<file path="src/rtl/fnd_scan_driver.sv">
// fnd_scan_driver: time-multiplexed driver for a 4-digit common-anode FND.
// It steps a digit select through slots 0..3 and decodes the muxed digit to
// active-low segments. Each slot opens with a blanking interval, which hides
// the one-cycle lag of the registered segment byte behind dark anodes.
module fnd_scan_driver #(
    parameter int SCAN_DIV     = 100000,
    parameter int BLANK_CYCLES = 1000
) (
    input  logic       clk,
    input  logic       reset_n,
    input  logic       en,
    input  logic [3:0] digit_in,
    input  logic [3:0] dp_in,
    input  logic [3:0] blank_mask,
    output logic [1:0] sel,
    output logic [3:0] an,
    output logic [7:0] seg
);

    localparam int                CNT_W      = $clog2(SCAN_DIV);
    localparam logic [CNT_W-1:0]  SLOT_LAST  = CNT_W'(SCAN_DIV - 1);
    localparam logic [CNT_W-1:0]  BLANK_LAST = CNT_W'(BLANK_CYCLES - 1);
    localparam logic [CNT_W-1:0]  CNT_ONE    = CNT_W'(1);

    typedef enum logic [1:0] {
        OFF,
        BLANK,
        DRIVE
    } state_t;

    state_t           state;
    logic [CNT_W-1:0] div_cnt;
    logic [6:0]       seg_code;

    // Seven-segment decode of the muxed digit, {g,f,e,d,c,b,a}, active-low.
    always_comb begin
        // NOTE: every output of a combinational block gets a default first, so
        // no path through the case can leave it unassigned and infer a latch.
        seg_code = 7'h7F;
        case (digit_in)
            4'h0: seg_code = 7'h40;
            4'h1: seg_code = 7'h79;
            4'h2: seg_code = 7'h24;
            4'h3: seg_code = 7'h30;
            4'h4: seg_code = 7'h19;
            4'h5: seg_code = 7'h12;
            4'h6: seg_code = 7'h02;
            4'h7: seg_code = 7'h78;
            4'h8: seg_code = 7'h00;
            4'h9: seg_code = 7'h10;
            4'hA: seg_code = 7'h08;
            4'hB: seg_code = 7'h03;
            4'hC: seg_code = 7'h46;
            4'hD: seg_code = 7'h21;
            4'hE: seg_code = 7'h06;
            4'hF: seg_code = 7'h0E;
            default: seg_code = 7'h7F;
        endcase
    end

    // Anode strobe follows state and registered sel directly, so a change in
    // blank_mask takes effect in the same cycle.
    always_comb begin
        an = 4'hF;
        if (state == DRIVE && !blank_mask[sel]) begin
            an = ~(4'b0001 << sel);
        end
    end

    // Scan FSM, slot counter and registered segment byte.
    always_ff @(posedge clk or negedge reset_n) begin
        // NOTE: only control state and the outputs that must be dark out of
        // reset are reset here; the block holds no memory array.
        if (!reset_n) begin
            state   <= OFF;
            div_cnt <= '0;
            sel     <= 2'd0;
            seg     <= 8'hFF;
        end else begin
            // NOTE: non-blocking assignments keep every register reading the
            // pre-edge values of the others, whatever the statement order.
            seg <= en ? {~dp_in[sel], seg_code} : 8'hFF;

            if (!en) begin
                // Disable wins over everything, including a slot end.
                state   <= OFF;
                div_cnt <= '0;
                sel     <= 2'd0;
            end else begin
                case (state)
                    OFF: begin
                        state   <= BLANK;
                        div_cnt <= '0;
                        sel     <= 2'd0;
                    end
                    BLANK: begin
                        div_cnt <= div_cnt + CNT_ONE;
                        if (div_cnt == BLANK_LAST) begin
                            state <= DRIVE;
                        end
                    end
                    DRIVE: begin
                        if (div_cnt == SLOT_LAST) begin
                            div_cnt <= '0;
                            sel     <= sel + 2'd1;
                            state   <= BLANK;
                        end else begin
                            div_cnt <= div_cnt + CNT_ONE;
                        end
                    end
                    default: begin
                        state   <= OFF;
                        div_cnt <= '0;
                        sel     <= 2'd0;
                    end
                endcase
            end
        end
    end

endmodule

</file>
<file path="config.mk">
export PLATFORM = sky130hd
export DESIGN_NAME = fnd_scan_driver
export DESIGN_NICKNAME = d
export VERILOG_FILES = /design/src/rtl/fnd_scan_driver.sv
export SDC_FILE = /design/constraint.sdc
export NUM_CORES = 1
export LEC_CHECK = 0
export ABC_CLOCK_PERIOD_IN_PS = 1960
export BUFFER_PORTS_ARGS = -buffer_cell sky130_fd_sc_hd__buf_4
export CAP_MARGIN = 30
export CORE_MARGIN = 10
export CORE_UTILIZATION = 25
export DETAILED_ROUTE_END_ITERATION = 10
export HOLD_SLACK_MARGIN = 0.1
export PLACE_DENSITY = 0.41
export SYNTH_ARGS = -nofsm -noshare
export SYNTH_HDL_FRONTEND = slang
export SYNTH_SLANG_ARGS = --single-unit
export TNS_END_PERCENT = 50
</file>
<file path="constraint.sdc">
create_clock -name clk -period 1.96 [get_ports clk]
set_input_delay 0.098 -clock clk [delete_from_list [all_inputs] [get_ports clk]]
set_output_delay 0.098 -clock clk [all_outputs]
set_load 0.01 [all_outputs]
</file>
==> results of run 1 <==
[path summary, 6_finish.rpt]
| check | startpoint | endpoint | slack [ps] | depth (start not counted) |
|---|---|---|---|---|
| worst max register to register | div_cnt[0] | div_cnt[16] | 280 | 6 |
| worst min-delay path | digit_in[3] | seg[6] | 110 | 2 |
| max in group asynchronous | reset_n | seg[2] | 1320 | 2 |
| min in group asynchronous | reset_n | div_cnt[13] | 290 | 2 |
| worst max-delay path | sel[0] | an[2] | 240 | 4 |
| worst min register to register | div_cnt[0] | div_cnt[0] | 450 | 1 |
[flip-flops by register name (all words and copies together), names as in the netlist]
register and cells:
seg 8, sel 2, state 2, div_cnt 17
[Yosys cell counts (6+ instances only)]
cell type	instances	share of area [%]
dfrtp_1	21	29
dfstp_2	8	11
inv_1	11	2.3
xor2_1	8	3.8
nand2_1	16	3.3
nor2_1	17	3.5
ha_1	15	10
o21ai_0	11	3.0
nand3_1	9	2.5
a21oi_1	8	2.2
nand4_1	6	2.1
[area by class of cell]
cell class | count | area (µm²)
Clock buffer | 8 | 80.1
Fill cell | 736 | 4870
Inverter | 11 | 41.3
Multi-Input combinational cell | 137 | 1020
Sequential cell | 29 | 736
Tap cell | 99 | 124
Timing Repair Buffer | 38 | 310
[per-stage QoR]
| step | util (%) | area (µm²) |
|---|---|---|
| finish | 32.2 | 2310 |
| global route | 32.2 | 2310 |
| CTS | 32.2 | 2310 |
| detailed placement | 30.3 | 2180 |
| global placement | 30.3 | 2180 |
| floorplan | - | 1830 |
[per-layer routing]
layer  global-route usage (%)  vias to the layer above  part of all wire, %
met1                     9.92                      689                   48
met5                        0                        -                    0
met2                     12.8                       17                   47
met4                     3.19                        0                  1.5
met3                     2.19                        5                  3.3
li1                         -                      729                    -
[timing repair]
action | CTS | global route
hold buffers | 5 | 0
buffers inserted | 0 | 0
setup endpoints to repair | 0 | 0
endpoints found under the hold margin | 33 | 0
[critical path, cell delays in order (launching register included)]
cell and delay, ps:
dfrtp_1 380, mux4_2 500, nor2_1 220, nand2_1 100, buf_4 150
[kinds of logic after synthesis]
group | after synthesis | share of synthesized area (%)
and+or+nand+nor | 75 | 24.2
AOI/OAI and AO/OA | 31 | 11.6
DFF | 29 | 40.2
buffers and inverters | 18 | 4.24
adders and majority gates | 15 | 10.3
xor gates and xnor gates | 10 | 4.79
muxes | 6 | 4.65
[power breakdown]
part | total [mW] | switching, mW | internal, mW
clock network | 0.466 | 0.214 | 0.252
registers | 0.633 | 0.00809 | 0.625
logic | 0.168 | 0.0894 | 0.0783
==> results.yml, run 1 <==
status:
  status: "finished, final reports clean"
placement:
  gp_congestion: 0.742
  dp_hpwl_um: 3140
  port_buffers: 28
  post-place-cells: 309
  place_ws_ps: 261
floorplanning:
  core_area_mm2: 0.00718
  ioPinCount: 29
  row_count: 31
  dieWidth_um: 106
  dieArea_mm2: 0.0111
  die_h_um: 106
  start_util_pct: 25.5
routing:
  vias_per_cell: 4.47
  wl_per_cell_um: 13.3
  ant_nets: 0
  drt_wl_total_um: 4270
  vias: 1440
  drt_iter0_markers: 24
  first_pass_iters: 4
  drc: 0
timing:
  relSlewSlack_pct: 73.4
  drv_slew: 0
  finalCritPeriodShare_pct: 87.5
  hold_ws_ps: 110
  rsz0062_at_grt: "false"
  timing.final.ws_setup_ps: 244
  finalSetupViolations: 0
  tns_ps: 0
  hold_viol_final: 0
  tightest_slew_ps: 398
  finClkSkew_ps: 7.21
  finalCriticalPeriod_ps: 1720
  fmax_ghz: 0.583
clock_network:
  cts_tree: "done"
  clk_pin_slew_ps: 60
  htree_levels: 2
  numCtsBuffers: 5
  post_cts_resized: 0
  root_buffer: "clkbuf_8"
  clk_latency_ps: 270
  cts.path.max_buffers: 2
  cts_num_sinks: 29
pwr:
  p_leak_nw: 0.980
  peakVddDrop_v: 0.000223
  total_power_mw: 1.27
  p_per_area_mw_per_mm2: 549
critical_path:
  required_ps: 1860
  worstSetupPathType: "reg -> out"
  end_kind: "primary output"
  worst_setup_path_start_kind: "register"
  cp_max_fo: 4
  arrival_ps: 1620
global_route:
  gr-total-overflow: 0
  first_global_vias: 1478
  antenna_found_initial: 0
  grt_max_degree: 30
  groute.usage.overall_pct: 7.97
  grt_pass1_wl_um: 7290
synth:
  synth_cell_types: 40
  synth_nets: 214
  synth-seq-cells: 29
  netlist_area_mm2: 0.00183
  async_flop_share_pct: 100
  synth_edf_count: 0
  synth_seq_area_share_pct: 40.2
  syn_avg_cell_area_um2: 9.94
  ys.flop_type: "dfrtp_1"
  syn_inst: 184
  yosysWarningCount: 0
worst_hold_path:
  hold_class: "in -> reg"
finish:
  nNetsFinal: 252
  syn_to_final_growth_pct: 26.1
  diodes: 0
  layoutNonFillerInstCount: 322
  final_cell_mix: "32 x buf_4, 21 x dfrtp_1, 17 x nor2_1, 16 x nand2_1, 15 x ha_1"
  final_common_cell: "buf_4"
  drive_above_1_share_pct: 25.1
job:
  maxCapViolCount: 0
(Power assumes the default switching activity.)
==> run 2: changes to the inputs <==
CTS_CLUSTER_DIAMETER = 150   (was unset)
RECOVER_POWER = 50   (was unset)
==> run 2 against run 1 <==
Die area unchanged. Routed wire length is essentially flat. Via count barely moved. Non-clock buffer count unchanged. Register-to-register slack is essentially flat. Global-route usage stayed put. Sequential share of layout area increased by 0.40 points. Critical endpoint unchanged. Largest power group unchanged. Highest routed layer unchanged.
==> results.yml, run 2 (synthesis gave the netlist of run 1 again) <==
routing:
  first_pass_iters: 4
  wl_per_cell_um: 13.3
  vias: 1441
  vias_per_cell: 4.48
  drt_wl_total_um: 4270
  ant_nets: 0
  drt_iter0_markers: 25
  drc: 0
floorplanning:
  start_util_pct: 25.5
  dieArea_mm2: 0.0111
  core_area_mm2: 0.00718
  dieWidth_um: 106
  row_count: 31
  ioPinCount: 29
  die_h_um: 106
clock_network:
  postCtsHoldBufs: 5
  post_cts_buffers: 0
  cts.path.max_buffers: 2
  cts_tree: "done"
  root_buffer: "clkbuf_8"
  numCtsBuffers: 5
  clk_pin_slew_ps: 60
  post_cts_resized: 0
  clk_latency_ps: 270
  cts_num_sinks: 29
  htree_levels: 2
pwr:
  total_power_mw: 1.26
  p_leak_nw: 0.956
  p_per_area_mw_per_mm2: 552
  peakVddDrop_v: 0.000222
placement:
  port_buffers: 28
  gp_congestion: 0.742
  post-place-cells: 309
  dp_hpwl_um: 3140
critical_path:
  reg2reg_depth: 6
  cp_slowest_cell: "mux4_2"
  slowest_delay_ps: 500
  required_ps: 1860
  worstSetupPathType: "reg -> out"
  r2r_slack_ps: 280
  r2r_start: "div_cnt[0]"
  arrival_ps: 1620
  worst_setup_path_start_kind: "register"
  cp_max_fo: 4
  r2r_end: "div_cnt[16]"
  end_kind: "primary output"
  path_cells: "mux4_2, nor2_1, nand2_1, buf_4"
timing:
  finalCritPeriodShare_pct: 87.5
  relSlewSlack_pct: 48.6
  finalCriticalPeriod_ps: 1720
  rsz0062_at_grt: "false"
  fmax_ghz: 0.583
  finClkSkew_ps: 7.22
  drv_slew: 0
  tightest_slew_ps: 770
  hold_viol_final: 0
  finalSetupViolations: 0
  tns_ps: 0
finish:
  layoutNonFillerInstCount: 322
  syn_to_final_growth_pct: 24.6
  top_register: "div_cnt"
  diodes: 0
  reg.largest.list: "div_cnt x17, seg x8"
  final_common_cell: "buf_4"
  largest_register_ffs: 17
  final_cell_mix: "24 x buf_4, 21 x dfrtp_1, 17 x nor2_1, 16 x nand2_1, 15 x ha_1"
  nNetsFinal: 252
  drive_above_1_share_pct: 22.0
worst_hold_path:
  hold_class: "in -> reg"
  hold_depth: 2
  min_to: "seg[6]"
  hp-start: "digit_in[3]"
global_route:
  grt_max_degree: 30
  first_global_vias: 1478
  grt_pass1_wl_um: 7290
  antenna_found_initial: 0
  groute.usage.overall_pct: 7.97
  gr-total-overflow: 0
job:
  maxCapViolCount: 0
status:
  status: "finished, final reports clean"
run 2: per-layer routing:
metal	routed length, µm	vias up	GRT usage (%)	part of all wire (%)
met3	138	5	2.19	3.2
met5	0	-	0	0
met4	63	0	3.19	1.5
li1	-	730	-	-
met2	1990	17	12.8	47
met1	2070	689	9.92	49
run 2: per-stage QoR:
stage / hold WS [ps] / util, % / instance area (µm²) / setup slack, ps
global route: 130 / 31.8 / 2280 / 124
detailed placement: 59.2 / 30.3 / 2180 / 261
finish: 110 / 31.8 / 2280 / 244
global placement: 56.4 / 30.3 / 2180 / 313
CTS: 102 / 32.2 / 2310 / 228
floorplan: -198 / - / 1830 / 288
run 2: power breakdown:
part	switching, mW	internal, mW	leakage, nW
sequential	0.00785	0.625	0.376
clock	0.214	0.252	0.0395
combinational	0.0896	0.0689	0.540
total	0.311	0.946	0.956
run 2: layout make-up:
| type | count | area (µm²) |
|---|---|---|
| multi-input cells | 137 | 1020 |
| inverters | 11 | 41.3 |
| fillers | 741 | 4900 |
| repair buffers | 38 | 282 |
| flip-flops and latches | 29 | 736 |
| well taps | 99 | 124 |
| clock buffers | 8 | 80.1 |
run 2: critical path, delay by kind of cell, from the launching register on:
family,cells,cell delay (ps)
buffers and inverters,1,150
AND/OR/NAND/NOR,2,320
flip-flops,1,380
multiplexers,1,500
run 2: worst max path at each step:
stage / start / to / slack [ps] / cells after the start
after floorplan: div_cnt[0] / div_cnt[5] / 290 / 7
final: sel[0] / an[2] / 240 / 4
after CTS: sel[0] / an[2] / 230 / 4
after global placement: div_cnt[0] / div_cnt[16] / 310 / 6
after detailed placement: div_cnt[0] / div_cnt[15] / 260 / 6
after global routing: div_cnt[0] / div_cnt[11] / 120 / 6
==> run 3: changes to the inputs <==
ABC_CLOCK_PERIOD_IN_PS = 1900   (was 1960)
BUFFER_PORTS_ARGS = unset   (was -buffer_cell sky130_fd_sc_hd__buf_4)
DONT_BUFFER_PORTS = 1   (was unset)
PLACE_DENSITY = 0.37   (was 0.41)
SLEW_MARGIN = 20   (was unset)
clock period = 1.9 ns   (was 1.96 ns; I/O delays follow)
==> run 3 against run 2 <==
First-iteration DRC count grew 140%. Register-to-register slack lost 130 ps. Sequential share of layout area grew 2.1 points. Cell count shrank 7.5%. Global-route usage grew 0.34 points. Highest routed layer unchanged. Design area shrank 6.0%. Sequential power grew 4.3%. Clock skew shrank 1.3 ps. Non-clock buffer count shrank 24.
==> results.yml, run 3 (synthesis gave the netlist of run 1 again) <==
job:
  maxCapViolCount: 0
clock_network:
  root_buffer: "clkbuf_8"
  cts_num_sinks: 29
  clk_latency_ps: 280
  htree_levels: 2
  post_cts_buffers: 0
  cts_tree: "done"
  clk_pin_slew_ps: 70
  numCtsBuffers: 5
  cts.path.max_buffers: 2
routing:
  vias: 1412
  wl_per_cell_um: 14.9
  drt_iter0_markers: 59
  drt_wl_total_um: 4440
  vias_per_cell: 4.74
  first_pass_iters: 4
  drc: 0
  ant_nets: 0
critical_path:
  worstSetupPathType: "reg -> reg"
  worst_setup_path_start_kind: "register"
  arrival_ps: 1980
  end_kind: "register"
  required_ps: 2130
  cp_max_fo: 8
finish:
  fill_cells: 748
  drive_above_1_share_pct: 13.1
  nNetsFinal: 228
  largest_register_ffs: 17
  stdcell_area_mm2: 0.00214
  fin_util_pct: 29.8
  layoutNonFillerInstCount: 298
  syn_to_final_growth_pct: 17.0
  final_common_cell: "dfrtp_1"
  final_cell_mix: "21 x dfrtp_1, 17 x nor2_1, 16 x nand2_1, 15 x ha_1"
  top_register: "div_cnt"
  diodes: 0
  reg.largest.list: "div_cnt x17, seg x8"
global_route:
  grt_max_degree: 30
  groute.usage.overall_pct: 8.30
  antenna_found_initial: 0
  first_global_vias: 1493
  grt_pass1_wl_um: 7600
  gr-total-overflow: 0
timing:
  rsz0062_at_grt: "false"
  hold_viol_final: 0
  fmax_ghz: 0.571
  relSlewSlack_pct: 50.1
  drv_slew: 0
  finalCriticalPeriod_ps: 1750
  finalCritPeriodShare_pct: 92.3
  finalSetupViolations: 0
  tightest_slew_ps: 748
  finClkSkew_ps: 5.94
  tns_ps: 0
floorplanning:
  start_util_pct: 25.5
  row_count: 31
  ioPinCount: 29
  core_area_mm2: 0.00718
  dieArea_mm2: 0.0111
  die_h_um: 106
  dieWidth_um: 106
placement:
  port_buffers: 0
  gp_congestion: 0.750
  post_dp_cell_area_mm2: 0.00197
  post-place-cells: 282
  dp_hpwl_um: 3220
pwr:
  p_leak_nw: 0.868
  peakVddDrop_v: 0.000220
  p_per_area_mw_per_mm2: 614
status:
  status: "finished, final reports clean"
worst_hold_path:
  hold_class: "in -> reg"
[run 3: changes by cell type in the layout (fill, tap and decap cells not counted), sizes merged]
cell and change:
dlygate4sd3 +2, buf -19, clkbuf -7
[run 3: critical path, cell delays in order (launching register included)]
cell	delay, ps
dfrtp_1	380
buf_4	190
mux4_2	500
nand2_1	70
dlygate4sd3_1	550
[run 3: path summary, 6_finish.rpt]
kind / startpoint / end / slack (ps) / cells after the start
worst min register to register: div_cnt[0] / div_cnt[0] / 460 / 1
worst min-delay path: digit_in[3] / seg[1] / 110 / 3
worst max register to register: sel[0] / seg[7] / 150 / 4
max in group asynchronous: reset_n / state[1] / 1000 / 2
min in group asynchronous: reset_n / div_cnt[15] / 420 / 2
worst max-delay path: sel[0] / seg[7] / 150 / 4
[run 3: what timing repair did]
item                                    4_1_cts  5_1_grt
endpoints found under the setup margin        0        4
resized for setup                             0        1
endpoints found under the hold margin        41        0
hold buffers                                  8        0
[run 3: layer usage]
| metal | up-vias | share of wire (%) | GRT usage [%] |
|---|---|---|---|
| li1 | 683 | - | - |
| met1 | 691 | 44 | 9.51 |
| met2 | 30 | 50 | 14.0 |
| met3 | 8 | 4.1 | 2.50 |
| met4 | 0 | 2.3 | 3.77 |
| met5 | - | 0 | 0 |
[run 3: layout make-up]
cell class                 count  area [µm²]  share of cell area [%]
multi-input combinational    137        1020                    47.5
clock buffer                   8        90.1                    4.21
inverter                      11        41.3                    1.93
timing repair buffer          14         133                    6.20
sequential                    29         736                    34.4
tap                           99         124                    5.79
[run 3: where the power goes]
part           total [mW]  leakage, nW  internal, mW  switching, mW
clock               0.528       0.0455         0.295          0.233
sequential          0.660        0.371         0.642         0.0171
combinational       0.128        0.452        0.0514         0.0765
[run 3: through the flow]
step	worst slack (ps)	hold WS, ps	power, mW
after floorplan	228	-201	0.750
after global placement	197	-199	0.765
after detailed placement	150	-199	0.768
after CTS	125	105	1.35
after global routing	9.69	119	1.39
final	147	110	1.32
